**config.mk**
```make
export PLATFORM = sky130hd
export DESIGN_NAME = ahb_slave_arbiter
export DESIGN_NICKNAME = d
export VERILOG_FILES = /design/src/rtl/ahb_slave_arbiter.sv
export SDC_FILE = /design/constraint.sdc
export NUM_CORES = 1
export LEC_CHECK = 0
export CAP_MARGIN = 20
export CORE_AREA = 2 2 39 41
export CTS_BUF_LIST = sky130_fd_sc_hd__clkbuf_4 sky130_fd_sc_hd__clkbuf_8
export DETAILED_ROUTE_END_ITERATION = 12
export DIE_AREA = 0 0 41 43
export GPL_ROUTABILITY_DRIVEN = 0
export PLACE_DENSITY = 0.9
export SETUP_SLACK_MARGIN = 0.05
export SLEW_MARGIN = 20
export SYNTH_ARGS = -nofsm -noshare
export SYNTH_HDL_FRONTEND = slang
export SYNTH_SLANG_ARGS = --single-unit
```
**constraint.sdc**
```tcl
create_clock -name hclk -period 4.2 [get_ports hclk]
set_input_delay 0.84 -clock hclk [delete_from_list [all_inputs] [get_ports hclk]]
set_output_delay 0.84 -clock hclk [all_outputs]
set_load 0.01 [all_outputs]
```
**src/rtl/ahb_slave_arbiter.sv**
```systemverilog
// Per-slave AHB arbiter: burst-aware, wait-state-frozen grant of one of MASTER_NUM masters.
// Optional DYNAMIC_PRIORITY_ARBITER_EN adds the hprior port and highest-priority-wins selection.
module ahb_slave_arbiter #(
    parameter int unsigned MASTER_NUM = 4,
    parameter int unsigned MASTER_BIT = $clog2(MASTER_NUM),
    parameter int unsigned ARB_MODE   = 1,
    parameter int unsigned PRIOR_BIT  = 2
) (
    input  logic                            hclk,
    input  logic                            hreset_n,
    input  logic [MASTER_NUM-1:0]           hreq,
    input  logic [MASTER_NUM-1:0]           hlast,
    input  logic                            hwait,
`ifdef DYNAMIC_PRIORITY_ARBITER_EN
    input  logic [MASTER_NUM*PRIOR_BIT-1:0] hprior,
`endif
    output logic [MASTER_NUM-1:0]           hgrant,
    output logic                            hsel,
    output logic [MASTER_BIT-1:0]           hmaster
);

    typedef enum logic {
        IDLE  = 1'b0,
        OWNED = 1'b1
    } state_t;

    state_t                  state, state_nxt;
    logic [MASTER_BIT-1:0]   rr_ptr, rr_ptr_nxt;
    logic [MASTER_NUM-1:0]   grant_nxt;
    logic                    sel_nxt;
    logic [MASTER_BIT-1:0]   master_nxt;

    logic [MASTER_NUM-1:0]   cand;
    logic [MASTER_BIT-1:0]   winner;
    logic [MASTER_BIT-1:0]   rr_sel;
    logic                    found;
    logic                    release_c;
    logic                    do_grant;

    // Candidate set: every requester, or only those sharing the top priority.
`ifdef DYNAMIC_PRIORITY_ARBITER_EN
    logic [PRIOR_BIT-1:0]    max_prior;

    always_comb begin
        max_prior = '0;
        cand      = '0;
        for (int i = 0; i < MASTER_NUM; i++) begin
            if (hreq[i] && (hprior[i*PRIOR_BIT +: PRIOR_BIT] > max_prior)) begin
                max_prior = hprior[i*PRIOR_BIT +: PRIOR_BIT];
            end
        end
        for (int i = 0; i < MASTER_NUM; i++) begin
            cand[i] = hreq[i] && (hprior[i*PRIOR_BIT +: PRIOR_BIT] == max_prior);
        end
    end
`else
    always_comb begin
        cand = hreq;
    end
`endif

    // Fixed: lowest index. Round-robin: search upward from last owner + 1, owner itself last.
    always_comb begin
        winner = '0;
        rr_sel = '0;
        found  = 1'b0;
        if (ARB_MODE == 0) begin
            for (int i = 0; i < MASTER_NUM; i++) begin
                if (cand[i] && !found) begin
                    winner = MASTER_BIT'(i);
                    found  = 1'b1;
                end
            end
        end else begin
            for (int unsigned k = 1; k <= MASTER_NUM; k++) begin
                rr_sel = MASTER_BIT'((32'(rr_ptr) + k) % MASTER_NUM);
                if (cand[rr_sel] && !found) begin
                    winner = rr_sel;
                    found  = 1'b1;
                end
            end
        end
    end

    assign release_c = !hwait && (hlast[hmaster] || !hreq[hmaster]);

    // Next-state and next-output logic.
    always_comb begin
        state_nxt  = state;
        grant_nxt  = hgrant;
        sel_nxt    = hsel;
        master_nxt = hmaster;
        rr_ptr_nxt = rr_ptr;
        do_grant   = 1'b0;

        case (state)
            IDLE: begin
                do_grant = |hreq;
            end
            OWNED: begin
                if (release_c) begin
                    if (|hreq) begin
                        do_grant = 1'b1;
                    end else begin
                        state_nxt = IDLE;
                        grant_nxt = '0;
                        sel_nxt   = 1'b0;
                    end
                end
            end
            default: begin
                state_nxt = IDLE;
                grant_nxt = '0;
                sel_nxt   = 1'b0;
            end
        endcase

        if (do_grant) begin
            state_nxt  = OWNED;
            grant_nxt  = MASTER_NUM'(1) << winner;
            sel_nxt    = 1'b1;
            master_nxt = winner;
            rr_ptr_nxt = winner;
        end
    end

    always_ff @(posedge hclk or negedge hreset_n) begin
        if (!hreset_n) begin
            state   <= IDLE;
            hgrant  <= '0;
            hsel    <= 1'b0;
            hmaster <= '0;
            rr_ptr  <= MASTER_BIT'(MASTER_NUM - 1);
        end else begin
            state   <= state_nxt;
            hgrant  <= grant_nxt;
            hsel    <= sel_nxt;
            hmaster <= master_nxt;
            rr_ptr  <= rr_ptr_nxt;
        end
    end

endmodule

```
; ---- After elaboration in Yosys (flattened, before gate mapping)
; Cells that the tools add are included.
; W data, S select, Z words.
[word_totals]
out_inout_bits = 7
inputBits = 11
wordCells = 64
ff_bits = 10
[classes]
n_mux = 33
reduce_logical = 14
n_lt_le_gt_ge = 5
add_sub_neg = 4
shifts = 1
n_bitwise = 1
eq_ne = 1
[ops]
columns = op, count
row1 = $mux W1, 18
row2 = $mux W4, 4
row3 = $lt A2 B3 Y1 const B, 5
row4 = $bmux W1 S2, 6
row5 = $mux W2, 4
row6 = $logic_not A1 Y1, 5
row7 = $add A2 B1 Y2 const B, 2
row8 = $add A2 B2 Y2 const B, 2
row9 = $logic_and A1 B1 Y1, 4
row10 = $reduce_bool A2 Y1, 2
row11 = $reduce_or A4 Y1, 1
row12 = $shl A1 B2 Y4 const A, 1
row13 = $reduce_and A3 Y1, 1
row14 = $ne A2 B2 Y1 const B, 1
row15 = $pmux W1 S2, 1
row16 = $logic_or A1 B1 Y1, 1
row17 = $not A1 Y1, 1

; ---- Depth between registers and ports, before layout
; Gate-level depths: netlist of run 1.
[logic_depth]
depth_word = 15
depth_mapped = 6
ltp_nobuf = 5

; ---- Worst setup path before layout of run 1
; OpenSTA, ideal clock, no wires.
[synth_path]
path_type = input -> register
start = in hlast[0]
end = reg hmaster[0]
path_slack_ns = 2.070
arrival_ns = 2.003
cell_stages = 5
path_buffers = 0
setup_ns = 0.128
cell_sequence = or3b_1 > a21o_1 > a21oi_4 > nor2_4 > mux2_1
[synth_between]
elab_chain_cells = 6
[synth_lines]
columns = element, line
row1 = start: declaration, 12  ; input logic [MASTER_NUM-1:0] hlast,
row2 = $bmux W1 S2, 85  ; assign release_c = !hwait && (hlast[hmaster] || !hreq[hmaster]);
row3 = $mux W1 (implied by the code), 85
row4 = $logic_or A1 B1 Y1, 85
row5 = $logic_and A1 B1 Y1, 85
row6 = $mux W1, 101  ; if (release_c) begin
row7 = $pmux W1 S2, 96  ; case (state)
row8 = end signal: assignment, 138  ; hmaster <= master_nxt;
row9 = end: declaration, 19  ; output logic [MASTER_BIT-1:0] hmaster
; No other way between the ends. The select of a mux whose other input is x is not followed.
; A chain may end at the register's enable or synchronous reset.

; ---- Final worst setup path of run 1
[layout_path]
start = in hreq[1]
end = reg hmaster[1]
[layout_between]
elab_chain_cells = 12
[layout_lines]
columns = element, line
row1 = start: declaration, 11  ; input logic [MASTER_NUM-1:0] hreq,
row2 = $bmux W1 S2, 77  ; if (cand[rr_sel] && !found) begin
row3 = $mux W1 (implied by the code), 77
row4 = $mux W1, 77
row5 = $logic_not A1 Y1, 77
row6 = $logic_and A1 B1 Y1, 77
row7 = $mux W1, 77
row8 = $logic_not A1 Y1, 77
row9 = $logic_and A1 B1 Y1, 77
row10 = $mux W1, 77
row11 = $logic_not A1 Y1, 77
row12 = $logic_and A1 B1 Y1, 77
row13 = $mux W2, 77
; Parallel ways exist; a longest one is shown, timed or not. The select of a mux whose other input is x is not followed.

==> results.ini, run 1 <==
[sta]
fin_crit_ps = 2593
slew_headroom = 0.3394
rsz0062_at_grt = false
clock_skew_ps = 6.810
fmax_mhz = 385.7
setup_tns_ps = 0
slew_violations = 0
worst_pin_slew_ps = 981.9
setup_violations = 0
period_share = 0.6173
hold_slack_ps = 514.2
hold_viol_final = 0

[critical_path]
critical_path_buf_inv_count = 1
worstSetupEndpointType = register
critPathMaxFanout = 7
path_cells = clkdlybuf4s50_1 -> nor4_1 -> nor2_4 -> mux2_1
worst-path-stages = 4
reg2regPathDepth = 5
cp_top_family = simple AND/OR/NAND/NOR gates
critical_path_class = input port to register
start_kind = input port
required_ps = 4350
cpPeakStageDelay_ps = 890
crit_arrival_ps = 2740
crit_path_top_delay_cell = nor4_1

[detailed_routing]
drt_iter0_drc = 11
ant_nets = 0
first_pass_iters = 4
viasPerCell = 5.990
vias = 629
drcViolationCount = 0
avgRoutedWirePerCell_um = 15.10
routed_wl_um = 1585

[synthesis]
ys_seq_area_frac = 0.3862
synth_fp_nets = 80
synth_seq_cells = 10
synth.avg_cell_area_um2 = 9.484
synth_top_area_share = 0.3059
yosysTopAreaCell = dfrtp_1
syn-cell-area_um2 = 654.4
synthTopCellsByArea = dfrtp_1, dfstp_2, o21ai_0
synth_warnings = 0
netlist_instances = 69
async_flop_share = 1.000
synth_edf_count = 0
ys_types = 33
ys.flop_type = dfrtp_1

[cells_and_area]
finalNetCount = 101
seqCellArea_um2 = 252.7
area.growth.synth_to_final_pct = 34.03
n_fill_cell = 123
multiInputGateArea_um2 = 379.1
diodes = 0
drive_above_1_share = 0.1124

[cts]
numCtsBuffers = 3
cts.clk_slew.worst_paths_ps = 70
cts_tree = yes
root_buffer = clkbuf_4
post_cts_buffers = 0
clock_sinks = 10
cts-htree-levels = 1
cts_resized = 0
ctsHoldBuffers = 0
clockBufferDepth = 2
clk-insertion-delay-late_ps = 270

[die]
core_mm2 = 0.001384
rows = 14
num_io_pins = 18
die_width_um = 41
start_util = 0.4729
dieArea_mm2 = 0.001763
die_h_um = 43

[job]
max_cap_viol_count = 0

[placement]
dpl.hpwl_um = 1230
port_buffers = 17

[grt]
grt_pass1_vias = 596
overflow = 0
antenna_found_initial = 0
grt_max_degree = 11
grt_pass1_wl_um = 2421
grt_util_all_layers = 0.2067

[worst_hold_path]
hold_depth = 1
hp-class = register to register

[power]
p_leak_nw = 0.3551
ir_worst_vdd_mv = 0.2916
power_density_mw_per_mm2 = 610.8

[run_status]
status = finished clean

## logic make-up after synthesis
group / share of synthesized area
buffers and inverters: 0.03441
flip-flops: 0.3862
AO/OA/AOI/OAI: 0.2849
AND/OR/NAND/NOR: 0.2122
multiplexers: 0.08222
## metal layers
layer | share of wire | vias to the layer above | track usage | wire [µm]
met5 | 0 | - | 0 | 0
met4 | 0.028 | 0 | 0.1333 | 45
met2 | 0.49 | 19 | 0.3344 | 777
met1 | 0.43 | 305 | 0.2323 | 685
met3 | 0.049 | 4 | 0.03665 | 77
li1 | - | 301 | - | -
## through the flow
stage	setup WS, ps	cell area (µm²)	power, mW	instances	util
2_1_floorplan	2070	654.4	0.3360	69	-
3_3_place_gp	1429	840.8	0.4395	101	0.6076
3_5_place_dp	1349	840.8	0.4500	101	0.6076
4_1_cts	1624	877.1	0.5359	105	0.6338
5_1_grt	1467	877.1	0.5782	105	0.6338
6_report	1607	877.1	0.5358	105	0.6338
## final cells by class
cell class,count,share of cell area
clock buffer,4,0.04137
inverter,5,0.02140
multi-input combinational,53,0.4322
sequential,10,0.2882
tap,16,0.02282
timing repair buffer,17,0.1940
## sequential cells by signal (all words and copies together) (netlist names)
register / count
hgrant: 4
hmaster: 2
hsel: 1
rr_ptr: 2
state: 1
## worst paths after layout
kind | startpoint | to | slack (ps)
setup / recovery | hreq[1] | hmaster[1] | 1610
hold / removal | state | hsel | 510
setup reg to reg | hmaster[0] | hmaster[1] | 2350
hold reg to reg | state | hsel | 510
max in group asynchronous | hreset_n | rr_ptr[0] | 2980
min in group asynchronous | hreset_n | hgrant[2] | 880
## layout by cell type (no fill, tap or decap), drive strengths merged, types with 2 or more instances in the layout
cell	count
nand3	2
nand2b	4
a211oi	2
clkbuf	4
o21ai	7
nand2	6
mux2i	2
dfstp	2
a21boi	2
a22oi	2
nor2	4
nand3b	3
clkdlybuf4s50	17
inv	5
a21oi	2
dfrtp	8
mux2	3
## cells in the mapped netlist (2+ instances only)
cell and count:
dfrtp_1 8, o21ai_0 7, nand2_1 6, inv_1 5, nand2b_1 4, mux2_1 3, nand3b_1 3, nor2_1 3
a21boi_0 2, a22oi_1 2, dfstp_2 2, mux2i_1 2, nand3_1 2
## power breakdown
| part | leakage [nW] | internal, mW | switching [mW] |
|---|---|---|---|
| clock | 0.0210 | 0.0527 | 0.0336 |
| combinational | 0.217 | 0.137 | 0.112 |
| sequential | 0.117 | 0.147 | 0.0528 |
(Power assumes the default switching activity.)
==> inputs of run 2 (changes only) <==
- CORE_AREA: 2 2 39 41 -> 2 2 40 42
- DIE_AREA: 0 0 41 43 -> 0 0 42 44
- PLACE_DENSITY: 0.9 -> 0.87
- clock period: 4.2 -> 2.4 ns (I/O delays scaled with it)
==> run 2 against run 1 <==
Non-clock buffer count increased by 3. Clock-buffer cell count unchanged. Routed wire length decreased by 0.32%. Final cell count increased by 2.9%. Largest cell class unchanged. Via count decreased by 0.64%. Largest power group unchanged. Critical path depth increased by 2. Critical endpoint is now hgrant[1]. Critical path type unchanged.
==> results.ini, run 2 (synthesis gave the netlist of run 1 again) <==
[run_status]
status = finished clean

[cts]
root_buffer = clkbuf_4
ctsHoldBuffers = 0
cts_tree = yes
clock_sinks = 10
numCtsBuffers = 3
cts_resized = 0
cts-htree-levels = 1
cts.clk_slew.worst_paths_ps = 80
clockBufferDepth = 2
clk-insertion-delay-late_ps = 270
post_cts_buffers = 0

[detailed_routing]
ant_nets = 0
routed_wl_um = 1580
vias = 625
viasPerCell = 5.787
drt_iter0_drc = 22
avgRoutedWirePerCell_um = 14.63
first_pass_iters = 4
drcViolationCount = 0

[cells_and_area]
n_fill_cell = 125
finalNetCount = 104
largest-register = hgrant
layout_commonest_cell = clkdlybuf4s50_1
final_cell_mix = clkdlybuf4s50_1, dfrtp_1, o21ai_0
area.growth.synth_to_final_pct = 36.52
diodes = 0
layout.cells.non_filler = 108
drive_above_1_share = 0.1413
utilization = 0.6296
seqCellArea_um2 = 252.7
multiInputGateArea_um2 = 379.1
largest_reg_flops = 4
top_regs = hgrant (4), hmaster (2), rr_ptr (2)

[critical_path]
cp_top_family = compound AO/OA/AOI/OAI gates
critical_path_buf_inv_count = 1
critical_path_class = input port to register
crit_path_top_delay_cell = clkdlybuf4s50_1
required_ps = 2550
setup.worst_path.end = hgrant[1]
rrSetupSlack_ps = 610
crit_arrival_ps = 2240
r2r-end = hmaster[0]
reg2regPathDepth = 5
cpPeakStageDelay_ps = 570
startpoint = hreq[3]
critPathMaxFanout = 6
worst-path-stages = 6
path_cells = clkdlybuf4s50_1 -> nand2b_1 -> a22o_1 -> a211oi_2 -> o21ai_0 -> a221o_1
start_kind = input port
regToRegStartpoint = hmaster[0]
worstSetupEndpointType = register

[grt]
grt_pass1_vias = 640
grt_util_all_layers = 0.2083
overflow = 0
grt_pass1_wl_um = 2891
antenna_found_initial = 0
grt_max_degree = 11

[placement]
place_ws_ps = 38.85
dpl.hpwl_um = 1263
port_buffers = 17
placed_cells = 104

[sta]
setup_tns_ps = 0
fmax_mhz = 479.5
slew_headroom = 0.6973
setup_violations = 0
fin_crit_ps = 2086
slew_violations = 0
hold_viol_final = 0
worst_pin_slew_ps = 452.6
period_share = 0.8690
timing.final.ws_setup_ps = 314.4
rsz0062_at_grt = false
clock_skew_ps = 7.631

[power]
ir_worst_vdd_mv = 0.6860
pwr-share-seq = 0.380
internal_power_mw = 0.5755
power_density_mw_per_mm2 = 1041
p_leak_nw = 0.3675
swShare = 0.3814
power_switching_mw = 0.3547
total_power_mw = 0.9302
pwr-share-clk = 0.149
pwr-share-comb = 0.471

[die]
die_width_um = 42
rows = 14
die_h_um = 44
num_io_pins = 18
dieArea_mm2 = 0.001848
start_util = 0.4612
core_mm2 = 0.001419

[job]
max_cap_viol_count = 0

[worst_hold_path]
hp-class = input port to asynchronous set/reset pin

## run 2: worst min path at each step
| stage | from | endpoint | slack, ps | depth (start not counted) |
|---|---|---|---|---|
| after floorplan | hreset_n | hgrant[0] | 180 | 0 |
| after global placement | state | hsel | 500 | 1 |
| after detailed placement | hgrant[2] | hgrant[2] | 500 | 2 |
| after CTS | hgrant[2] | hgrant[2] | 520 | 2 |
| after global routing | hgrant[2] | hgrant[2] | 550 | 2 |
| final | hreset_n | state | 520 | 1 |
## run 2: area by class of cell
type | instances | share of cell area
Multi-Input combinational cell | 53 | 0.4244
Sequential cell | 10 | 0.2829
Timing Repair Buffer | 20 | 0.2157
Clock buffer | 4 | 0.03361
Inverter | 5 | 0.02101
Tap cell | 16 | 0.02241
## run 2: layer usage
metal	global-route usage	vias up	share of wire
met5	0	-	0
met4	0.08387	0	0.015
met3	0.04583	4	0.047
met2	0.3656	17	0.51
met1	0.2480	295	0.43
li1	-	309	-
## run 2: power groups by stage
stage / clock network [mW] / registers, mW / logic, mW
floorplan: 0 / 0.342 / 0.246
global placement: 0 / 0.346 / 0.426
detailed placement: 0 / 0.357 / 0.439
CTS: 0.138 / 0.355 / 0.442
global route: 0.150 / 0.371 / 0.485
finish: 0.139 / 0.353 / 0.438
## run 2: metrics by stage
step / instance area (µm²) / hold slack (ps)
final: 893.4 / 517.6
after global placement: 863.3 / 505.0
after global routing: 893.4 / 545.5
after CTS: 893.4 / 518.4
after floorplan: 654.4 / 184.4
after detailed placement: 863.3 / 502.4
